### config.mk
export PLATFORM = sky130hd
export DESIGN_NAME = pixel_load_sequencer
export DESIGN_NICKNAME = d
export VERILOG_FILES = /design/src/rtl/pixel_load_sequencer.sv
export SDC_FILE = /design/constraint.sdc
export NUM_CORES = 1
export LEC_CHECK = 0
export ABC_AREA = 1
export BUFFER_PORTS_ARGS = -buffer_cell sky130_fd_sc_hd__buf_2
export CAP_MARGIN = 5
export CORE_MARGIN = 2
export CORE_UTILIZATION = 55
export CTS_BUF_LIST = sky130_fd_sc_hd__clkbuf_16
export DETAILED_ROUTE_END_ITERATION = 8
export PLACE_DENSITY = 0.89
export RECOVER_POWER = 50
export SLEW_MARGIN = 20
export SYNTH_ARGS = -nofsm -noshare
export SYNTH_HDL_FRONTEND = slang
export SYNTH_SLANG_ARGS = --single-unit
### constraint.sdc
create_clock -name clk50 -period 2.6 [get_ports clk50]
set_input_delay 0.13 -clock clk50 [delete_from_list [all_inputs] [get_ports clk50]]
set_output_delay 0.13 -clock clk50 [all_outputs]
set_load 0.05 [all_outputs]
### src/rtl/pixel_load_sequencer.sv
// pixel_load_sequencer: repacks 16-bit FIFO words into 24-bit pixels and writes them to image memory
module pixel_load_sequencer #(
  parameter int N_PIXELS = 512,
  parameter int ADDR_W   = 9
) (
  input  logic              clk50,
  input  logic              reset,
  input  logic              start,
  input  logic              fifo_empty,
  input  logic [15:0]       fifo_dout,
  input  logic              fifo_lw,
  input  logic              fifo_hw,
  output logic              fifo_pop,
  output logic              sdram_pause,
  output logic              sdram_unpause,
  output logic              mem_we,
  output logic [ADDR_W-1:0] mem_addr,
  output logic [23:0]       mem_din,
  output logic              busy,
  output logic              done,
  output logic [ADDR_W:0]   pixel_count
);
  typedef enum logic [1:0] {IDLE, LOAD, DONE} state_t;
  localparam logic [ADDR_W:0] LAST_PIX = (ADDR_W+1)'(N_PIXELS - 1);
  state_t              state_q, state_d;
  logic [1:0]          phase_q, phase_d;
  logic [15:0]         hold_hi_q, hold_hi_d;
  logic [7:0]          hold_lo_q, hold_lo_d;
  logic                last_q, last_d;
  logic [ADDR_W:0]     issued_q, issued_d;
  logic [ADDR_W:0]     cnt_q, cnt_d;
  logic                we_q, we_d;
  logic [ADDR_W-1:0]   addr_q, addr_d;
  logic [23:0]         din_q, din_d;
  logic                pause_q, pause_d;
  logic                unpause_q, unpause_d;
  logic                launch, final_wr, busy_next;
  // Next state, byte repacking, write staging and flow-control decisions
  always_comb begin
    launch    = start & (state_q != LOAD);
    final_wr  = we_q & ({1'b0, addr_q} == LAST_PIX);
    fifo_pop  = (state_q == LOAD) & !fifo_empty & !last_q;
    state_d   = launch ? LOAD : (state_q == LOAD && final_wr) ? DONE : state_q;
    busy_next = (state_d == LOAD);
    phase_d   = launch ? 2'd0 : fifo_pop ? ((phase_q == 2'd2) ? 2'd0 : phase_q + 2'd1) : phase_q;
    hold_hi_d = (fifo_pop && phase_q == 2'd0) ? fifo_dout : hold_hi_q;
    hold_lo_d = (fifo_pop && phase_q == 2'd1) ? fifo_dout[7:0] : hold_lo_q;
    we_d      = fifo_pop & (phase_q != 2'd0);
    din_d     = !we_d ? din_q : (phase_q == 2'd1) ? {hold_hi_q, fifo_dout[15:8]} : {hold_lo_q, fifo_dout};
    issued_d  = launch ? '0 : issued_q + (ADDR_W+1)'(we_d);
    last_d    = launch ? 1'b0 : last_q | (we_d & (issued_q == LAST_PIX));
    addr_d    = launch ? '0 : addr_q + ADDR_W'(we_q);
    cnt_d     = launch ? '0 : cnt_q + (ADDR_W+1)'(we_q);
    pause_d   = !busy_next | fifo_hw;
    unpause_d = busy_next & fifo_lw & !fifo_hw;
  end
  // State and datapath registers; reset parks the SDRAM side paused
  always_ff @(posedge clk50 or posedge reset) begin
    if (reset) begin
      state_q   <= IDLE;
      phase_q   <= '0;
      hold_hi_q <= '0;
      hold_lo_q <= '0;
      last_q    <= 1'b0;
      issued_q  <= '0;
      cnt_q     <= '0;
      we_q      <= 1'b0;
      addr_q    <= '0;
      din_q     <= '0;
      pause_q   <= 1'b1;
      unpause_q <= 1'b0;
    end else begin
      state_q   <= state_d;
      phase_q   <= phase_d;
      hold_hi_q <= hold_hi_d;
      hold_lo_q <= hold_lo_d;
      last_q    <= last_d;
      issued_q  <= issued_d;
      cnt_q     <= cnt_d;
      we_q      <= we_d;
      addr_q    <= addr_d;
      din_q     <= din_d;
      pause_q   <= pause_d;
      unpause_q <= unpause_d;
    end
  end
  assign sdram_pause   = pause_q;
  assign sdram_unpause = unpause_q;
  assign mem_we        = we_q;
  assign mem_addr      = addr_q;
  assign mem_din       = din_q;
  assign busy          = (state_q == LOAD);
  assign done          = (state_q == DONE);
  assign pixel_count   = cnt_q;
endmodule

==> run_results.csv, run 1 <==
group,metric,value,unit
run_status,outcome,"finished, violations left",
run_status,violations,"max-capacitance violations, max-slew violations",
logic_synthesis,synth_cell_type_count,27,
logic_synthesis,synth_largest_area_cell,"dfrtp_1",
worst_setup_path,crit_slowest_cell,"dfrtp_1",
floorplan,die_h,85.9,µm
floorplan,dieArea,7380,µm²
job,maxCapViolations,1,
clocking,cts_made_buffers,9,
global_route,grt.total_usage,0.232,
worst_setup_path,critical_path_class,"register to register",
layout,antennaDiodeCount,0,
placed_design,post_dp_cell_area,4080,µm²
clocking,clock-sinks,85,
layout,layout.nets,519,
drt,route.detailed.vias_per_inst,5.44,
logic_synthesis,synth_top_area_frac,0.570,
worst_setup_path,reg2reg_slack,0.49,ns
clocking,ctsHtreeMaxLevel,3,
floorplan,core_area,6420,µm²
logic_synthesis,yosysWarningCount,0,
timing,slew_violations,45,
timing,setup_viol,0,
pwr,p_leak,0.00215,µW
clocking,clk_latency,0.33,ns
placed_design,dp.cells,556,
drt,postRouteAntennaNets,0,
worst_setup_path,worst-endpoint-arrival,2.32,ns
global_route,antenna_found_initial,0,
layout,fin_area,4330,µm²
placed_design,gp_congestion,0.880,
drt,routed_wl,8200,µm
timing,clock.fmax,475,MHz
timing,fin_crit,2.11,ns
timing,timing.setup.tns,0,ns
logic_synthesis,seq_area_frac_synth,0.577,
layout,instances_no_fill,573,
logic_synthesis,synth_area,3690,µm²
logic_synthesis,synthCells,420,
global_route,grt_max_degree,49,
worst_setup_path,crit_required,2.82,ns
placed_design,io_buffers,70,
clocking,cts_tree,"done",
worst_setup_path,crit_chain,"inv_1 > nand2_1 > clkinvlp_2 > nand2_2 > nor2_1 > ha_1 > nand3_1 > nor2_1 > nand3_1 > nor2_1 > nand2_1 > nand2_1 > nor2_1",
worst_setup_path,cpPeakStageDelay,0.35,ns
pwr,vdd_drop_max,0.357,mV
layout,drive_above_1_share,0.0968,
logic_synthesis,syn_avg_cell_area,8.79,µm²
floorplan,start_util,0.575,
worst_setup_path,cpMostUsedCell,"nor2_1",
drt,drc_errors,0,
drt,vias,3118,
worst_setup_path,worstSetupStartpointType,"register",
logic_synthesis,synth_top_cells_by_area,"dfrtp_1 (57%), nand2_1 (9.3%), o21ai_0 (7.5%), nor2_1 (5.2%), inv_1 (3.9%)",
logic_synthesis,synth-seq-cells,85,
timing,slew_headroom,-0.246,
worst_setup_path,crit_fanout,4,
layout,register_area,2130,µm²
floorplan,chipWidth,85.9,µm
timing,finClkSkew,0.00957,ns
timing,rsz0062_at_grt,"no",
floorplan,io-pin-count,71,
worst_setup_path,critPathCaptureType,"register",
drt,drtIter0Drc,303,
global_route,grt_pass1_vias,2915,
layout,fill_cells,487,
clocking,clk_path_buf_depth,2,
layout,syn_to_final_growth,17.3,%
placed_design,dpl.hpwl,5500,µm
logic_synthesis,postSynthNetCount,448,
timing,fin_crit_sh,0.810,
timing,finalHoldViolations,0,
drt,post_drt_wl_per_cell,14.3,µm
min_path,min_path_type,"primary input to register",
drt,first_pass_iters,5,
floorplan,rows,29,
clocking,path_clk_slew,0.06,ns
pwr,power_density,627,nW/µm²
layout,multi_input_area,1300,µm²
timing,worst_pin_slew,1.86,ns
global_route,overflow,0,
clocking,cts-root-buf,"clkbuf_16",
global_route,grt_pass1_wl,13300,µm
timing,whs,0.0132,ns
-- layout make-up --
type | instances | area share
clock buffer | 9 | 0.0521
clock inverter | 7 | 0.0194
inverter | 44 | 0.0388
multi-input combinational | 276 | 0.300
sequential | 85 | 0.492
tap | 77 | 0.0223
timing repair buffer | 75 | 0.0755
-- worst paths after layout --
check                                             from                        to  cells after the start
worst min-delay path                           fifo_lw   sdram_unpause$_DFF_PP0_                      3
worst min register to register  mem_din[1]$_DFFE_PP0N_    mem_din[1]$_DFFE_PP0N_                      2
max in group asynchronous                        reset  pixel_count[6]$_DFF_PP0_                      4
min in group asynchronous                        reset   sdram_unpause$_DFF_PP0_                      3
worst max-delay path              state_q[1]$_DFF_PP0_     issued_q[7]$_DFF_PP0_                     13
worst max register to register    state_q[1]$_DFF_PP0_     issued_q[7]$_DFF_PP0_                     13
-- report_power, final --
group	internal (µW)	switching [µW]	total (µW)
logic	19.9	52.6	72.6
clock network	829	487	1320
registers	1330	0.349	1330
-- per-layer routing --
metal	vias up	part of all wire	wire (µm)	track usage
li1	1510	-	-	-
met3	14	0.065	529	0.0481
met2	113	0.45	3700	0.344
met1	1481	0.46	3790	0.329
met5	-	0	0	0
met4	0	0.022	182	0.111
-- cells by family (layout without fill, tap and decap cells) --
family	Yosys count	count (layout)	share of synthesized area
AOI/OAI and AO/OA	94	94	0.136
adders and majority gates	6	6	0.0203
xor gates and xnor gates	2	2	0.00475
DFF	85	85	0.577
and+or+nand+nor	174	174	0.193
buffers and inverters	59	135	0.0692
-- repair_timing --
item	4_1_cts	5_1_grt
hold buffers	1	0
setup buffers	0	0
hold endpoints to repair	41	0
resized for setup	0	0
-- synthesized netlist by cell type, drive strengths merged --
cell type and count:
nand2 94, xor2 2, o21a 1, a21oi 18, ha 6, nor4 1, buf 10, nor2 53
nand3 13, dfrtp 84, nor3 9, nand4 2, and3 2, o21ai 66, clkbuf 5, dfstp 1
inv 43, o31ai 9, clkinv 1
-- worst max-delay path: cells and delay by family, from the launching register on --
family | cells | cell delay, ns
AND/OR/NAND/NOR | 10 | 1.22
flip-flops | 1 | 0.35
adder cells (fa/ha/maj) | 1 | 0.24
buffers and inverters | 2 | 0.20
-- metrics by stage --
stage / setup WS [ns] / total power (µW) / util
detailed placement: 0.766 / 1420 / 0.635
global route: 0.253 / 2800 / 0.674
floorplan: 0.278 / 1390 / -
global placement: 0.875 / 1420 / 0.635
CTS: 0.739 / 2730 / 0.685
finish: 0.494 / 2710 / 0.674
-- registers in the layout, summed over array words and instances, names as in the netlist --
name,count
mem_din,24
hold_hi_q,16
issued_q,10
pixel_count,10
mem_addr,9
hold_lo_q,8
phase_q,2
state_q,2
last_q,1
mem_we,1
sdram_pause,1
sdram_unpause,1
-- cell usage in the layout, fill, tap and decap left out, types with 2 or more instances in the layout --
cell,instances
nand2_1,93
dfrtp_1,84
o21ai_0,55
nor2_1,52
clkbuf_1,49
inv_1,42
buf_2,22
a21oi_1,18
nand3_1,13
o31ai_1,9
nor3_1,9
o21ai_1,9
clkbuf_16,9
ha_1,6
inv_2,3
buf_4,3
clkinvlp_2,2
and3_1,2
xor2_1,2
nand4_1,2
o21ai_2,2
bufinv_16,2
No activity file was read; power rests on OpenSTA's default activity.
==> run 2, diff against run 1 <==
--- a/config.mk
+++ b/config.mk
@@ -9,10 +9,10 @@
 export BUFFER_PORTS_ARGS = -buffer_cell sky130_fd_sc_hd__buf_2
 export CAP_MARGIN = 5
 export CORE_MARGIN = 2
-export CORE_UTILIZATION = 55
+export CORE_UTILIZATION = 49
 export CTS_BUF_LIST = sky130_fd_sc_hd__clkbuf_16
 export DETAILED_ROUTE_END_ITERATION = 8
-export PLACE_DENSITY = 0.89
+export PLACE_DENSITY = 0.85
 export RECOVER_POWER = 50
 export SLEW_MARGIN = 20
 export SYNTH_ARGS = -nofsm -noshare
==> constraint.sdc (replaced) <==
create_clock -name clk50 -period 1.7 [get_ports clk50]
set_input_delay 0.085 -clock clk50 [delete_from_list [all_inputs] [get_ports clk50]]
set_output_delay 0.085 -clock clk50 [all_outputs]
set_load 0.05 [all_outputs]
==> run 2 against run 1 <==
Against the previous run: the run ends with negative setup slack left; register-to-register slack got worse by 0.54 ns; utilization shrank 4.0 points; count of clock-buffer cells in the layout stayed put; sequential share of layout area fell by 2.8 points; largest power group unchanged; highest routed layer unchanged.
==> run_results.csv, run 2 (same netlist as run 1, synthesis figures left out) <==
group,metric,value,unit
run_status,outcome,"finished, violations left",
run_status,violations,"negative setup slack",
min_path,min_path_type,"primary input to register",
timing,worst_pin_slew,0.882,ns
drt,first_pass_iters,6,
layout,fin_util,0.634,
pwr,p_leak,0.00223,µW
worst_setup_path,reg2reg_to,"issued_q[8]$_DFF_PP0_",
clocking,clk_latency,0.34,ns
clocking,cts_tree,"done",
global_route,grt.total_usage,0.209,
global_route,grt_pass1_wl,13700,µm
floorplan,die_h,90.8,µm
layout,syn_to_final_growth,24.7,%
timing,clock.fmax,573,MHz
floorplan,rows,31,
drt,vias,3161,
timing,finClkSkew,0.0119,ns
floorplan,start_util,0.509,
layout,layout_common_cells,"nand2_1 (89), dfrtp_1 (81), o21ai_0 (54), nor2_1 (48), clkbuf_1 (37)",
layout,drive_above_1_share,0.185,
clocking,cts-root-buf,"clkbuf_16",
global_route,grt_pass1_vias,2893,
timing,whs,0.0250,ns
global_route,grt_max_degree,49,
global_route,antenna_found_initial,0,
floorplan,dieArea,8240,µm²
worst_setup_path,critical_path_class,"register to register",
worst_setup_path,reg2reg_slack,-0.05,ns
layout,fill_cells,580,
layout,final_common_cell,"nand2_1",
pwr,vdd_drop_max,0.518,mV
layout,layout.nets,530,
job,maxCapViolations,0,
global_route,overflow,0,
placed_design,post_dp_cell_area,4200,µm²
worst_setup_path,critPathCaptureType,"register",
drt,routed_wl,8560,µm
clocking,cts_made_buffers,9,
worst_setup_path,r2r_cells,10,
worst_setup_path,r2r_start,"last_q$_DFF_PP0_",
timing,finalHoldViolations,0,
floorplan,core_area,7250,µm²
timing,slew_headroom,0.409,
clocking,ctsHtreeMaxLevel,3,
worst_setup_path,startpoint,"last_q$_DFF_PP0_",
layout,register_area,2130,µm²
placed_design,dpl.hpwl,5590,µm
worst_setup_path,crit_fanout,5,
pwr,power_density,897,nW/µm²
drt,post_drt_wl_per_cell,14.1,µm
clocking,clock-sinks,85,
floorplan,chipWidth,90.8,µm
drt,postRouteAntennaNets,0,
layout,fin_area,4600,µm²
timing,rsz0062_at_grt,"yes",
worst_setup_path,cp-endpoint,"issued_q[8]$_DFF_PP0_",
placed_design,gp_congestion,0.875,
clocking,clk_path_buf_depth,2,
placed_design,io_buffers,70,
worst_setup_path,worst-endpoint-arrival,1.96,ns
timing,fin_crit,1.75,ns
drt,drc_errors,0,
drt,route.detailed.vias_per_inst,5.22,
timing,timing.setup.tns,-0.103,ns
timing,setup_viol,3,
layout,largest_register_ffs,24,
timing,fin_crit_sh,1.03,
timing,setup_slack,-0.0467,ns
timing,slew_violations,0,
clocking,path_clk_slew,0.07,ns
layout,multi_input_area,1400,µm²
drt,drtIter0Drc,296,
worst_setup_path,worstSetupStartpointType,"register",
worst_setup_path,crit_required,1.91,ns
floorplan,io-pin-count,71,
layout,antennaDiodeCount,0,
placed_design,place_ws,-0.0467,ns
run 2: cell types whose count changed in the layout (fill, tap and decap cells not counted), sizes merged:
cell / delta
clkinv: +1
dlygate4sd3: +2
buf: +21
clkbuf: -12
inv: +1
clkinvlp: -1
bufinv: -1
run 2: layer usage:
metal	routed length, µm	GRT usage
met5	0	0
met4	189	0.0896
met3	518	0.0334
met2	3980	0.315
met1	3870	0.303
run 2: layout make-up:
cell class              count  share of cell area
repair buffers             86               0.102
inverters                  44              0.0373
clock inverters             7              0.0169
clock buffers               9              0.0490
flip-flops and latches     85               0.464
well taps                  99              0.0269
multi-input cells         276               0.304
run 2: worst max-delay path, stage by stage (launching register included):
cell and delay, ns:
dfrtp_1 0.39, nor2_1 0.20, nand2_4 0.10, nor2_4 0.14
ha_4 0.16, ha_4 0.13, nand2_2 0.05, inv_2 0.08
nand2_4 0.07, nor3_1 0.24, nor3_2 0.06
run 2: metrics by stage:
step | power (µW) | std cells
after floorplan | 2120 | 420
after global placement | 2180 | 583
after detailed placement | 2180 | 583
after CTS | 4140 | 602
after global routing | 4260 | 606
final | 4120 | 606
run 2: power breakdown:
| part | switching, µW | internal (µW) |
|---|---|---|
| combinational | 82.0 | 41.4 |
| clock | 819 | 1160 |
| sequential | 0.529 | 2030 |
run 2: how the worst min path moves through the flow:
stage | slack [ns] | from | cells past startpoint | to
2_1_floorplan | 0.19 | fifo_lw | 2 | sdram_unpause$_DFF_PP0_
3_3_place_gp | 0.11 | reset | 2 | sdram_unpause$_DFF_PP0_
3_5_place_dp | 0.12 | reset | 2 | sdram_unpause$_DFF_PP0_
4_1_cts | 0.03 | fifo_dout[1] | 3 | hold_lo_q[1]$_DFFE_PP0P_
5_1_grt | 0.03 | fifo_dout[0] | 3 | hold_hi_q[0]$_DFFE_PP0P_
6_report | 0.02 | fifo_dout[1] | 3 | hold_lo_q[1]$_DFFE_PP0P_
run 2: timing repair:
action	CTS	global route
gates resized for setup	2	19
buffers inserted	0	4
setup endpoints to repair	1	6
endpoints found under the hold margin	19	0
pin swaps	0	5
hold buffers	3	0
==> run 3, diff against run 2 <==
--- a/config.mk
+++ b/config.mk
@@ -12,6 +12,7 @@
 export CORE_UTILIZATION = 49
 export CTS_BUF_LIST = sky130_fd_sc_hd__clkbuf_16
 export DETAILED_ROUTE_END_ITERATION = 8
+export HOLD_SLACK_MARGIN = 0.12
 export PLACE_DENSITY = 0.85
 export RECOVER_POWER = 50
 export SLEW_MARGIN = 20
==> run 3 against run 2 <==
Against the previous run: clock skew rose by 0.00069 ns; sequential cell count unchanged; sequential share of layout area decreased by 1.4 points; first-iteration DRC count increased by 16%; fmax fell by 0.96%; via count increased by 4.4%; critical path type unchanged; wire length up 9.9%; the run still ends with negative setup slack left; critical path depth did not move.
==> run_results.csv, run 3 (same netlist as run 1, synthesis figures left out) <==
group,metric,value,unit
layout,instances_no_fill,620,
timing,setup_slack,-0.0636,ns
drt,drtIter0Drc,343,
timing,finalHoldViolations,0,
worst_setup_path,reg2reg_to,"issued_q[8]$_DFF_PP0_",
layout,multi_input_area,1400,µm²
clocking,clk_latency,0.34,ns
clocking,clock-sinks,85,
layout,layout.nets,544,
clocking,clk_path_buf_depth,2,
floorplan,chipWidth,90.8,µm
global_route,overflow,0,
timing,slew_headroom,0.410,
global_route,grt_pass1_wl,14900,µm
worst_setup_path,worstSetupStartpointType,"register",
timing,slew_violations,0,
floorplan,die_h,90.8,µm
layout,layout_common_cells,"nand2_1 (89), dfrtp_1 (81), o21ai_0 (54), nor2_1 (48), clkbuf_1 (37)",
clocking,path_clk_slew,0.06,ns
global_route,grt_max_degree,49,
timing,rsz0062_at_grt,"yes",
clocking,ctsHtreeMaxLevel,3,
drt,met2WireLength,4460,µm
worst_setup_path,critical_path_class,"register to register",
layout,final_common_cell,"nand2_1",
worst_setup_path,reg2reg_slack,-0.06,ns
worst_setup_path,r2r_cells,10,
floorplan,start_util,0.509,
worst_setup_path,crit_required,1.91,ns
timing,fin_crit_sh,1.04,
worst_setup_path,crit_fanout,5,
floorplan,io-pin-count,71,
layout,fill_cells,554,
layout,largest_register_ffs,24,
clocking,cts-root-buf,"clkbuf_16",
min_path,min_path_type,"primary input to register",
drt,highest_layer,"met4",
layout,fin_area,4740,µm²
floorplan,rows,31,
placed_design,post_dp_cell_area,4200,µm²
global_route,grt.total_usage,0.230,
placed_design,dpl.hpwl,5590,µm
layout,drive_above_1_share,0.180,
layout,register_area,2130,µm²
placed_design,dp.cells,583,
floorplan,dieArea,8240,µm²
global_route,grt_pass1_vias,3076,
worst_setup_path,worst-endpoint-arrival,1.97,ns
worst_setup_path,critPathCaptureType,"register",
timing,finClkSkew,0.0126,ns
drt,drc_errors,0,
layout,syn_to_final_growth,28.5,%
timing,whs,0.138,ns
job,maxCapViolations,0,
layout,antennaDiodeCount,0,
run_status,outcome,"finished, violations left",
timing,worst_pin_slew,0.880,ns
timing,setup_viol,3,
worst_setup_path,r2r_start,"last_q$_DFF_PP0_",
pwr,vdd_drop_max,0.513,mV
drt,postRouteAntennaNets,0,
clocking,cts_tree,"done",
min_path,whs_endpoint,"hold_hi_q[12]$_DFFE_PP0P_",
drt,post_drt_wl_per_cell,15.2,µm
placed_design,gp_congestion,0.875,
placed_design,io_buffers,70,
drt,route.detailed.vias_per_inst,5.32,
drt,vias,3300,
pwr,power_density,878,nW/µm²
drt,routed_wl,9410,µm
min_path,worstHoldStart,"fifo_dout[12]",
clocking,cts_made_buffers,9,
drt,dr_wl_met3,618,µm
drt,first_pass_iters,5,
min_path,hold_depth,3,
pwr,p_leak,0.00229,µW
layout,fin_util,0.653,
run_status,violations,"negative setup slack",
timing,fin_crit,1.76,ns
drt,drt-met1-wl,4050,µm
global_route,antenna_found_initial,0,
timing,clock.fmax,567,MHz
floorplan,core_area,7250,µm²
pwr,p_total,4160,µW
[run 3: layout make-up]
cell class,instances,share of cell area
clock inverter,7,0.0164
multi-input combinational,276,0.295
tap,99,0.0261
inverter,44,0.0362
sequential,85,0.450
clock buffer,9,0.0475
timing repair buffer,100,0.129
[run 3: worst max-delay path by stage]
stage                              start                    end  slack [ns]  depth (start not counted)
floorplan           state_q[0]$_DFF_PP0_  issued_q[8]$_DFF_PP0_        0.01                         12
global placement    state_q[0]$_DFF_PP0_  issued_q[8]$_DFF_PP0_        0.07                         12
detailed placement      last_q$_DFF_PP0_  issued_q[8]$_DFF_PP0_       -0.05                         11
CTS                 state_q[1]$_DFF_PP0_  issued_q[7]$_DFF_PP0_        0.01                         13
global route            last_q$_DFF_PP0_  issued_q[6]$_DFF_PP0_       -0.19                         11
finish                  last_q$_DFF_PP0_  issued_q[8]$_DFF_PP0_       -0.06                         10
[run 3: critical path, stage by stage (launching register included)]
cell and delay (ns):
dfrtp_1 0.39, nor2_1 0.20, nand2_4 0.10, nor2_4 0.14, ha_4 0.16, ha_4 0.13, nand2_2 0.05, inv_2 0.08
nand2_4 0.07, nor3_1 0.25, nor3_2 0.06
[run 3: repair_timing]
item,CTS,global route
endpoints found under the setup margin,1,6
pin swaps,0,5
hold endpoints to repair,65,0
hold buffers,17,0
gates resized for setup,2,19
setup buffers,0,4
[run 3: routing by layer]
layer / vias to the layer above / track usage
met2: 169 / 0.362
met5: - / 0
met1: 1556 / 0.314
met3: 27 / 0.0376
li1: 1548 / -
met4: 0 / 0.106
[run 3: power breakdown]
| part | switching, µW | internal, µW |
|---|---|---|
| Sequential | 0.529 | 2030 |
| Combinational | 90.9 | 62.4 |
| Clock | 828 | 1160 |
[run 3: stage by stage]
stage               TNS (ns)  worst slack, ns
finish                -0.124          -0.0636
floorplan                  0           0.0148
global placement           0           0.0748
detailed placement   -0.0467          -0.0467
global route          -0.591           -0.189
CTS                        0          0.00950
